<file path="config.mk">
export PLATFORM = sky130hd
export DESIGN_NAME = amba3_apb_regfile
export DESIGN_NICKNAME = d
export VERILOG_FILES = /design/src/rtl/pkg_amba3.sv /design/src/rtl/amba3_apb_addr_decode.sv /design/src/rtl/amba3_apb_regfile.sv
export SDC_FILE = /design/constraint.sdc
export NUM_CORES = 1
export LEC_CHECK = 0
export ABC_AREA = 1
export CELL_PAD_IN_SITES_DETAIL_PLACEMENT = 0
export CELL_PAD_IN_SITES_GLOBAL_PLACEMENT = 2
export CORE_ASPECT_RATIO = 1.1
export CORE_MARGIN = 4
export CORE_UTILIZATION = 30
export DETAILED_ROUTE_END_ITERATION = 10
export GPL_TIMING_DRIVEN = 0
export HOLD_SLACK_MARGIN = 0.08
export PLACE_DENSITY = 0.88
export SYNTH_ARGS = -nofsm -noshare
export SYNTH_HDL_FRONTEND = slang
export SYNTH_HIERARCHICAL = 1
export SYNTH_SLANG_ARGS = --single-unit
</file>
<file path="constraint.sdc">
create_clock -name pclk -period 39.5 [get_ports pclk]
set_clock_uncertainty 0.1 [all_clocks]
set_input_delay 7.9 -clock pclk [delete_from_list [all_inputs] [get_ports pclk]]
set_output_delay 7.9 -clock pclk [all_outputs]
set_load 0.01 [all_outputs]
</file>
<file path="src/rtl/pkg_amba3.sv">
// Shared types, limits and helpers for the AMBA 3 APB register-file completer.
package pkg_amba3;

    typedef enum logic {
        APB_SLV_IDLE,
        APB_SLV_ACCESS
    } apb_slv_state_e;

    localparam int APB_MAX_WAIT = 15;

    // Number of byte-offset bits inside one data word.
    function automatic int apb_lsb(input int data_bits);
        return $clog2(data_bits / 8);
    endfunction

endpackage

</file>
<file path="src/rtl/amba3_apb_addr_decode.sv">
// Combinational APB address decode: register index plus range/alignment error.
module amba3_apb_addr_decode
    import pkg_amba3::*;
#(
    parameter int                   ADDR_BITS = 32,
    parameter int                   DATA_BITS = 32,
    parameter int                   NUM_REGS  = 16,
    parameter logic [ADDR_BITS-1:0] BASE_ADDR = '0,
    localparam int                  IDX_BITS  = (NUM_REGS > 1) ? $clog2(NUM_REGS) : 1
) (
    input  logic [ADDR_BITS-1:0] paddr,
    output logic [IDX_BITS-1:0]  idx,
    output logic                 err
);

    localparam int                   LSB        = apb_lsb(DATA_BITS);
    localparam logic [ADDR_BITS-1:0] LSB_MASK   = ADDR_BITS'((1 << LSB) - 1);
    localparam logic [ADDR_BITS-1:0] NUM_REGS_A = ADDR_BITS'(NUM_REGS);

    logic [ADDR_BITS-1:0] offset;
    logic [ADDR_BITS-1:0] word;

    always_comb begin
        offset = paddr - BASE_ADDR;
        word   = offset >> LSB;
        idx    = word[IDX_BITS-1:0];
        // The mask test avoids a zero-width slice when words are single bytes.
        err    = (paddr < BASE_ADDR) || (word >= NUM_REGS_A) || ((paddr & LSB_MASK) != '0);
    end

endmodule

</file>
<file path="src/rtl/amba3_apb_regfile.sv">
// APB3 register bank with wait states, hardware update port and write strobes.
// Optional pslverr output is enabled by defining AMBA3_APB_PSLVERR_EN.
module amba3_apb_regfile
    import pkg_amba3::*;
#(
    parameter int                   ADDR_BITS   = 32,
    parameter int                   DATA_BITS   = 32,
    parameter int                   NUM_REGS    = 16,
    parameter logic [ADDR_BITS-1:0] BASE_ADDR   = '0,
    parameter int                   WAIT_STATES = 0,
    parameter logic [DATA_BITS-1:0] RESET_VALUE = '0,
    localparam int                  IDX_BITS    = (NUM_REGS > 1) ? $clog2(NUM_REGS) : 1
) (
    input  logic                          pclk,
    input  logic                          preset,
    input  logic [ADDR_BITS-1:0]          paddr,
    input  logic                          psel,
    input  logic                          penable,
    input  logic                          pwrite,
    input  logic [DATA_BITS-1:0]          pwdata,
    output logic                          pready,
    output logic [DATA_BITS-1:0]          prdata,
`ifdef AMBA3_APB_PSLVERR_EN
    output logic                          pslverr,
`endif
    input  logic                          hw_we,
    input  logic [IDX_BITS-1:0]           hw_idx,
    input  logic [DATA_BITS-1:0]          hw_wdata,
    output logic [NUM_REGS*DATA_BITS-1:0] reg_q,
    output logic [NUM_REGS-1:0]           wr_pulse
);

    localparam int                WAIT_BITS  = $clog2(APB_MAX_WAIT + 1);
    localparam logic [IDX_BITS:0] NUM_REGS_W = (IDX_BITS + 1)'(NUM_REGS);

    apb_slv_state_e         state_q, state_d;
    logic [WAIT_BITS-1:0]   wait_q, wait_d;
    logic [IDX_BITS-1:0]    idx_q, idx_d;
    logic                   write_q, write_d;
    logic                   err_q, err_d;
    logic [DATA_BITS-1:0]   regs_q [NUM_REGS];
    logic [DATA_BITS-1:0]   regs_d [NUM_REGS];
    logic [NUM_REGS-1:0]    wr_pulse_q, wr_pulse_d;

    logic [IDX_BITS-1:0]    dec_idx;
    logic                   dec_err;
    logic                   commit;

    amba3_apb_addr_decode #(
        .ADDR_BITS (ADDR_BITS),
        .DATA_BITS (DATA_BITS),
        .NUM_REGS  (NUM_REGS),
        .BASE_ADDR (BASE_ADDR)
    ) u_decode (
        .paddr (paddr),
        .idx   (dec_idx),
        .err   (dec_err)
    );

    assign pready = (state_q == APB_SLV_ACCESS) && (wait_q == '0);

    always_comb begin
        // NOTE: every output gets a default first so no path leaves it unassigned (no latch).
        state_d = state_q;
        wait_d  = wait_q;
        idx_d   = idx_q;
        write_d = write_q;
        err_d   = err_q;
        commit  = 1'b0;
        case (state_q)
            APB_SLV_IDLE: begin
                if (psel && !penable) begin
                    state_d = APB_SLV_ACCESS;
                    wait_d  = WAIT_BITS'(WAIT_STATES);
                    idx_d   = dec_idx;
                    write_d = pwrite;
                    err_d   = dec_err;
                end
            end
            APB_SLV_ACCESS: begin
                if (!psel) begin
                    state_d = APB_SLV_IDLE;
                    wait_d  = '0;
                end else if (penable) begin
                    if (wait_q != '0) begin
                        wait_d = wait_q - WAIT_BITS'(1);
                    end else begin
                        state_d = APB_SLV_IDLE;
                        commit  = write_q && !err_q;
                    end
                end
            end
            default: state_d = APB_SLV_IDLE;
        endcase
    end

    // The APB write is applied last so it overrides a same-register hardware write.
    always_comb begin
        regs_d     = regs_q;
        wr_pulse_d = '0;
        if (hw_we && ({1'b0, hw_idx} < NUM_REGS_W)) begin
            regs_d[hw_idx] = hw_wdata;
        end
        if (commit) begin
            regs_d[idx_q]     = pwdata;
            wr_pulse_d[idx_q] = 1'b1;
        end
    end

    always_comb begin
        prdata = '0;
        if (pready && !err_q) begin
            prdata = regs_q[idx_q];
        end
    end

`ifdef AMBA3_APB_PSLVERR_EN
    assign pslverr = pready && err_q;
`endif

    always_ff @(posedge pclk or posedge preset) begin
        // NOTE: state uses non-blocking assignments so every flop samples pre-edge values.
        if (preset) begin
            state_q    <= APB_SLV_IDLE;
            wait_q     <= '0;
            idx_q      <= '0;
            write_q    <= 1'b0;
            err_q      <= 1'b0;
            wr_pulse_q <= '0;
            // NOTE: the register array is architecturally visible, so it is reset, not left as RAM.
            regs_q     <= '{default: RESET_VALUE};
        end else begin
            state_q    <= state_d;
            wait_q     <= wait_d;
            idx_q      <= idx_d;
            write_q    <= write_d;
            err_q      <= err_d;
            wr_pulse_q <= wr_pulse_d;
            regs_q     <= regs_d;
        end
    end

    assign wr_pulse = wr_pulse_q;

    for (genvar i = 0; i < NUM_REGS; i++) begin : g_flat
        assign reg_q[i*DATA_BITS +: DATA_BITS] = regs_q[i];
    end

endmodule

</file>
==> reports/results.tsv, run 1 <==
stage	metric	value	unit
run_status	run_status	finished, violations left	
run_status	violations	max-capacitance violations, max-slew violations	
synthesis	yosysSeqAreaShare	0.408	
synthesis	synth_top_family_by_area	simple AND/OR/NAND/NOR gates	
timing	rsz0062_at_grt	false	
synthesis	synthMuxAreaShare	0.000681	
placed_design	dp.cells	7401	
setup_path	cp_slowest_cell	clkbuf_1	
min_path	holdPathEnd	write_q	
power_and_ir_drop	p_leak	22.5	nW
synthesis	synthSimpleGateAreaFrac	0.431	
synthesis	syn-instance-count	5344	
synthesis	ys_ff_latch	539	
min_path	min_path_type	flop to flop	
layout	layout.cells.non_filler	7530	
timing	drv_slew	11	
placed_design	port_buffers	633	
setup_path	cp_data_required_time	31.50	ns
timing	hold_violations	0	
timing	worst_pin_slew	1.60	ns
power_and_ir_drop	ir_drop	0.0000310	V
floorplanning	rows	127	
cts	cts_resized	0	
route	drcViolationCount	0	
placed_design	gp_congestion	0.955	
cts	clock_sinks	539	
global_route	gr-total-overflow	0	
power_and_ir_drop	power	2.34	mW
synthesis	synth_area	33100	µm²
synthesis	synth-compound-area-share	0.0932	
cts	clk_path_buf_depth	3	
synthesis	synth_ff_type	dfrtp_1	
cts	path_clk_slew	0.06	ns
cts	h-tree-depth	3	
synthesis	yosys.area_share.adder	0.000378	
min_path	hold_path_depth	1	
route	dr_total_vias	39500	
timing	max_slew_margin	-0.0662	
setup_path	worstReg2RegStart	idx_q[0]	
floorplanning	core	109000	µm²
setup_path	worstPathArrival	4.58	ns
floorplanning	die_h	356	µm
layout	fin_nets	6160	
cts	holdBufCountCts	0	
timing	finalCriticalPeriod	12.58	ns
power_and_ir_drop	p_per_area	53.8	nW/µm²
setup_path	end_kind	output port	
synthesis	ys_async_sr_fraction	1.00	
min_path	hp-start	write_q	
setup_path	crit_path_frequent_cell	nand2_1	
setup_path	crit_path_cell_trace	buf_2 -> inv_2 -> buf_2 -> clkbuf_1 -> nand2_1 -> nand2_1 -> nand2_1 -> nand2_1 -> nand2_1 -> nand2_1 -> nor2_1 -> nor2_1 -> clkdlybuf4s50_1	
layout	syn_to_final_growth	31.6	%
cts	cts_made_buffers	69	
cts	post_cts_buffers	0	
cts	cts_tree	done	
global_route	grt_pass1_wl	283000	µm
global_route	grt_max_degree	108	
synthesis	synth_xor_area_frac	0	
timing	timing.final.crit_share	0.318	
layout	drive_above_1_share	0.0430	
timing	fmax	79.5	MHz
placed_design	hpwlAfterDp	163000	µm
setup_path	cp_max_fo	10	
setup_path	cpPeakStageDelay	1.22	ns
global_route	grt_usage	0.340	
cts	cts_root_buf	clkbuf_16	
setup_path	worstRegToRegCells	7	
synthesis	synth_edf_count	0	
floorplanning	die_w	325	µm
synthesis	ys.warnings.count	6	
synthesis	synth_cell_types	26	
setup_path	path_class	flop to output port	
setup_path	start_kind	flop	
route	postRouteWirelength	204000	µm
route	dr.pass1.iters	6	
timing	setup_tns	0	ns
route	first_iter_violations	3894	
route	ant_nets	0	
synthesis	synth.net_count	5451	
run	drv_cap	1	
global_route	antenna_found_initial	23	
floorplanning	die_area	116000	µm²
timing	setup_violations	0	
route	via_per_inst	5.25	
setup_path	rrSetupSlack	35.95	ns
floorplanning	start_util	0.303	
global_route	grt_pass1_vias	36800	
cts	insertion_delay	0.64	ns
route	wl_per_cell	27.1	µm
setup_path	r2r_end	reg_q[446]	
floorplanning	io_pins	667	
synthesis	synth.avg_cell_area	6.19	µm²
## cell usage in the layout (no fill, tap or decap), drive strengths merged
cell type,n
nor2,115
nor3,5
clkinv,10
diode,12
ha,1
dfrtp,539
a21oi,4
clkdlybuf4s50,633
clkbuf,402
nand3b,1
nand2,3154
nand4,6
mux2,2
o21ai,612
inv,110
or2,2
buf,142
nand3,361
## area by class of cell
class	count	area (µm²)
diodes	12	30.0
plain buffers	437	1840
clock buffers	102	2060
clock inverters	15	93.8
fillers	12000	65600
inverters	105	402
multi-input cells	4263	17400
flip-flops and latches	539	13500
well taps	1419	1780
repair buffers	638	6470
## state kept, by name, indices dropped and copies added (netlist names)
register  cells
reg_q       512
wr_pulse     16
idx_q         4
wait_q        4
err_q         1
state_q       1
write_q       1
## worst max-delay path, delay by kind of cell (launching register included)
kind	cells	cell delay [ns]
DFF	1	0.35
buffers and inverters	5	2.61
and+or+nand+nor	8	0.95
## synthesized netlist by cell type (2+ instances only)
cell type  count  area (µm²)
a21oi_1        4        20.0
buf_1         14        52.6
buf_2        106         531
buf_4         17         128
clkbuf_1     300        1130
dfrtp_1      539       13500
inv_1         97         364
inv_2          8        30.0
mux2_2         2        22.5
nand2_1     3150       11800
nand2_2        3        18.8
nand3_1      358        1790
nand3_2        3        30.0
nand4_1        6        37.5
nor2_1       106         398
nor2_2         5        31.3
nor2_4         4        45.0
nor3_1         3        15.0
nor3_2         2        20.0
o21ai_0      448        2240
o21ai_1      164         821
## cell families after synthesis
| kind of cell | after synthesis |
|---|---|
| compound gates | 616 |
| fa+ha+maj | 1 |
| buf+inv | 542 |
| mux | 2 |
| simple gates | 3644 |
| flops | 539 |
## where the power goes
part	switching (mW)	internal, mW	total [mW]
Combinational	0.582	0.344	0.926
Sequential	0.113	0.662	0.774
Clock	0.280	0.360	0.640
## how the worst max path moves through the flow
stage / endpoint / slack [ns] / from / depth (start not counted)
5_1_grt: prdata[1] / 26.90 / idx_q[0] / 13
3_5_place_dp: prdata[3] / 27.72 / idx_q[0] / 13
6_report: prdata[3] / 26.92 / idx_q[0] / 13
4_1_cts: prdata[3] / 27.02 / idx_q[0] / 13
3_3_place_gp: reg_q[120] / 7.15 / preset / 2
2_1_floorplan: err_q / 16.43 / preset / 1
## per-stage QoR
| step | area, µm² | worst slack [ns] | utilization | hold slack (ns) |
|---|---|---|---|---|
| floorplan | 33100 | 16.43 | - | 0.374 |
| global placement | 41200 | 7.15 | 0.377 | 0.389 |
| detailed placement | 41300 | 27.72 | 0.379 | 0.394 |
| CTS | 43500 | 27.02 | 0.398 | 0.407 |
| global route | 43500 | 26.90 | 0.398 | 0.424 |
| finish | 43500 | 26.92 | 0.399 | 0.408 |
## routing by layer
metal / global-route usage / wire [µm] / vias to the layer above
met1: 0.420 / 81100 / 19200
li1: - / - / 18100
met4: 0.184 / 13000 / 18
met2: 0.538 / 91500 / 1820
met3: 0.0989 / 18700 / 423
met5: 0 / 131 / -
Power figures use the tool's default switching activity.
==> run 2, diff against run 1 <==
Settings changed: CORE_UTILIZATION 30 to 25, PLACE_DENSITY 0.88 to 0.78.
Clock period 39.5 ns to 11.4 ns, I/O delays scaled along.
==> reports/results.tsv, run 2 (same netlist as run 1, synthesis figures left out) <==
stage	metric	value	unit
timing	fmax	141	MHz
route	ant_nets	0	
power_and_ir_drop	p_leak	22.6	nW
cts	cts_made_buffers	74	
cts	post_cts_buffers	0	
timing	rsz0062_at_grt	false	
layout	final_area	44400	µm²
global_route	grt_max_degree	38	
layout	layout_common_cells	nand2_1 (3,150), clkdlybuf4s50_1 (633), dfrtp_1 (539)	
timing	max_slew_margin	-0.0367	
min_path	min_path_type	flop to flop	
route	postRouteWirelength	220000	µm
power_and_ir_drop	ir_drop	0.0000965	V
route	first_iter_violations	3777	
route	dr.pass1.iters	5	
setup_path	cpPeakStageDelay	1.19	ns
cts	cts_resized	0	
layout	fin_nets	6178	
layout	drive_above_1_share	0.0452	
global_route	gr-total-overflow	0	
setup_path	end_kind	output port	
cts	cts_tree	done	
placed_design	port_buffers	633	
cts	path_clk_slew	0.06	ns
floorplanning	core	131000	µm²
setup_path	worstPathArrival	4.73	ns
layout	utilization	0.339	
timing	drv_slew	11	
floorplanning	die_w	355	µm
power_and_ir_drop	p_per_area	188	nW/µm²
floorplanning	die_area	138000	µm²
placed_design	hpwlAfterDp	177000	µm
route	drcViolationCount	0	
setup_path	crit_buf_inv	5	
timing	holdWs	0.429	ns
setup_path	crit_path_cell_trace	buf_2 -> inv_2 -> buf_2 -> clkbuf_1 -> nand2_1 -> nand2_1 -> nand2_1 -> nand2_1 -> nand2_1 -> nand2_1 -> nor2_1 -> nor2_1 -> clkdlybuf4s50_1	
setup_path	cp_slowest_cell	clkbuf_1	
route	via_per_inst	4.99	
timing	hold_violations	0	
setup_path	critPathTopFamily	buffers and inverters	
layout	n_fill_cell	14600	
floorplanning	start_util	0.253	
layout	syn_to_final_growth	34.1	%
setup_path	cp_data_required_time	9.02	ns
run_status	run_status	finished, violations left	
setup_path	path_class	flop to output port	
setup_path	start_kind	flop	
floorplanning	rows	139	
run	drv_cap	2	
timing	worst_pin_slew	1.56	ns
cts	holdBufCountCts	0	
cts	clock_sinks	539	
layout	final_common_cell	nand2_1	
floorplanning	io_pins	667	
cts	h-tree-depth	3	
timing	setup_tns	0	ns
global_route	grt_pass1_vias	37400	
placed_design	placed_area	42000	µm²
global_route	grt_usage	0.308	
timing	setup_violations	0	
cts	insertion_delay	0.65	ns
timing	finalCriticalPeriod	7.11	ns
setup_path	cp_max_fo	10	
cts	clk_path_buf_depth	3	
cts	cts_root_buf	clkbuf_16	
global_route	antenna_found_initial	23	
route	wl_per_cell	27.9	µm
route	dr_total_vias	39400	
floorplanning	die_h	390	µm
run_status	violations	max-capacitance violations, max-slew violations	
global_route	grt_pass1_wl	301000	µm
layout	largest_reg_flops	512	
placed_design	gp_congestion	0.939	
timing	timing.final.crit_share	0.624	
setup_path	crit_path_frequent_cell	nand2_1	
run 2: area by class of cell:
cell class	instances	area, µm²	share of cell area
well taps	1762	2200	0.0497
plain buffers	437	1840	0.0414
diodes	12	30.0	0.000677
clock buffers	120	2290	0.0516
clock inverters	9	55.1	0.00124
repair buffers	651	6700	0.151
multi-input cells	4263	17400	0.391
flip-flops and latches	539	13500	0.304
inverters	105	398	0.00897
run 2: power by group:
part | switching (mW) | total (mW) | leakage [nW] | internal, mW
clock network | 1.00 | 2.36 | 1.15 | 1.36
registers | 0.404 | 2.70 | 6.86 | 2.29
logic | 2.07 | 3.27 | 14.6 | 1.20
total | 3.47 | 8.33 | 22.6 | 4.86
run 2: final timing paths:
| kind | slack [ns] | end | from | cells after the start |
|---|---|---|---|---|
| hold reg to reg | 0.43 | wait_q[3] | wait_q[3] | 2 |
| setup reg to reg | 7.77 | reg_q[318] | idx_q[0] | 7 |
| hold / removal | 0.43 | wait_q[3] | wait_q[3] | 2 |
| min in group asynchronous | 2.02 | reg_q[292] | preset | 2 |
| max in group asynchronous | 7.29 | reg_q[61] | preset | 8 |
| setup / recovery | 4.29 | prdata[1] | idx_q[0] | 13 |
run 2: worst register-to-register path: stages (launching register included):
cell and delay, ns:
dfrtp_1 0.32, buf_2 0.26, inv_2 0.14, nor2_2 0.45, clkbuf_1 1.11, clkbuf_1 0.89
nand3_1 0.18, nand2_1 0.11
run 2: per-stage QoR:
stage | std cells | setup slack, ns | total power, mW
floorplan | 5344 | 1.69 | 4.06
global placement | 7739 | -3.54 | 5.94
detailed placement | 7756 | 5.12 | 5.96
CTS | 7885 | 4.39 | 8.34
global route | 7887 | 4.33 | 8.74
finish | 7898 | 4.29 | 8.33
run 2: routing by layer:
metal,routed length [µm],GRT usage,share of wire
met5,90,0,0.00041
met4,10800,0.132,0.049
met3,20400,0.0904,0.093
met2,99400,0.492,0.45
met1,89600,0.386,0.41
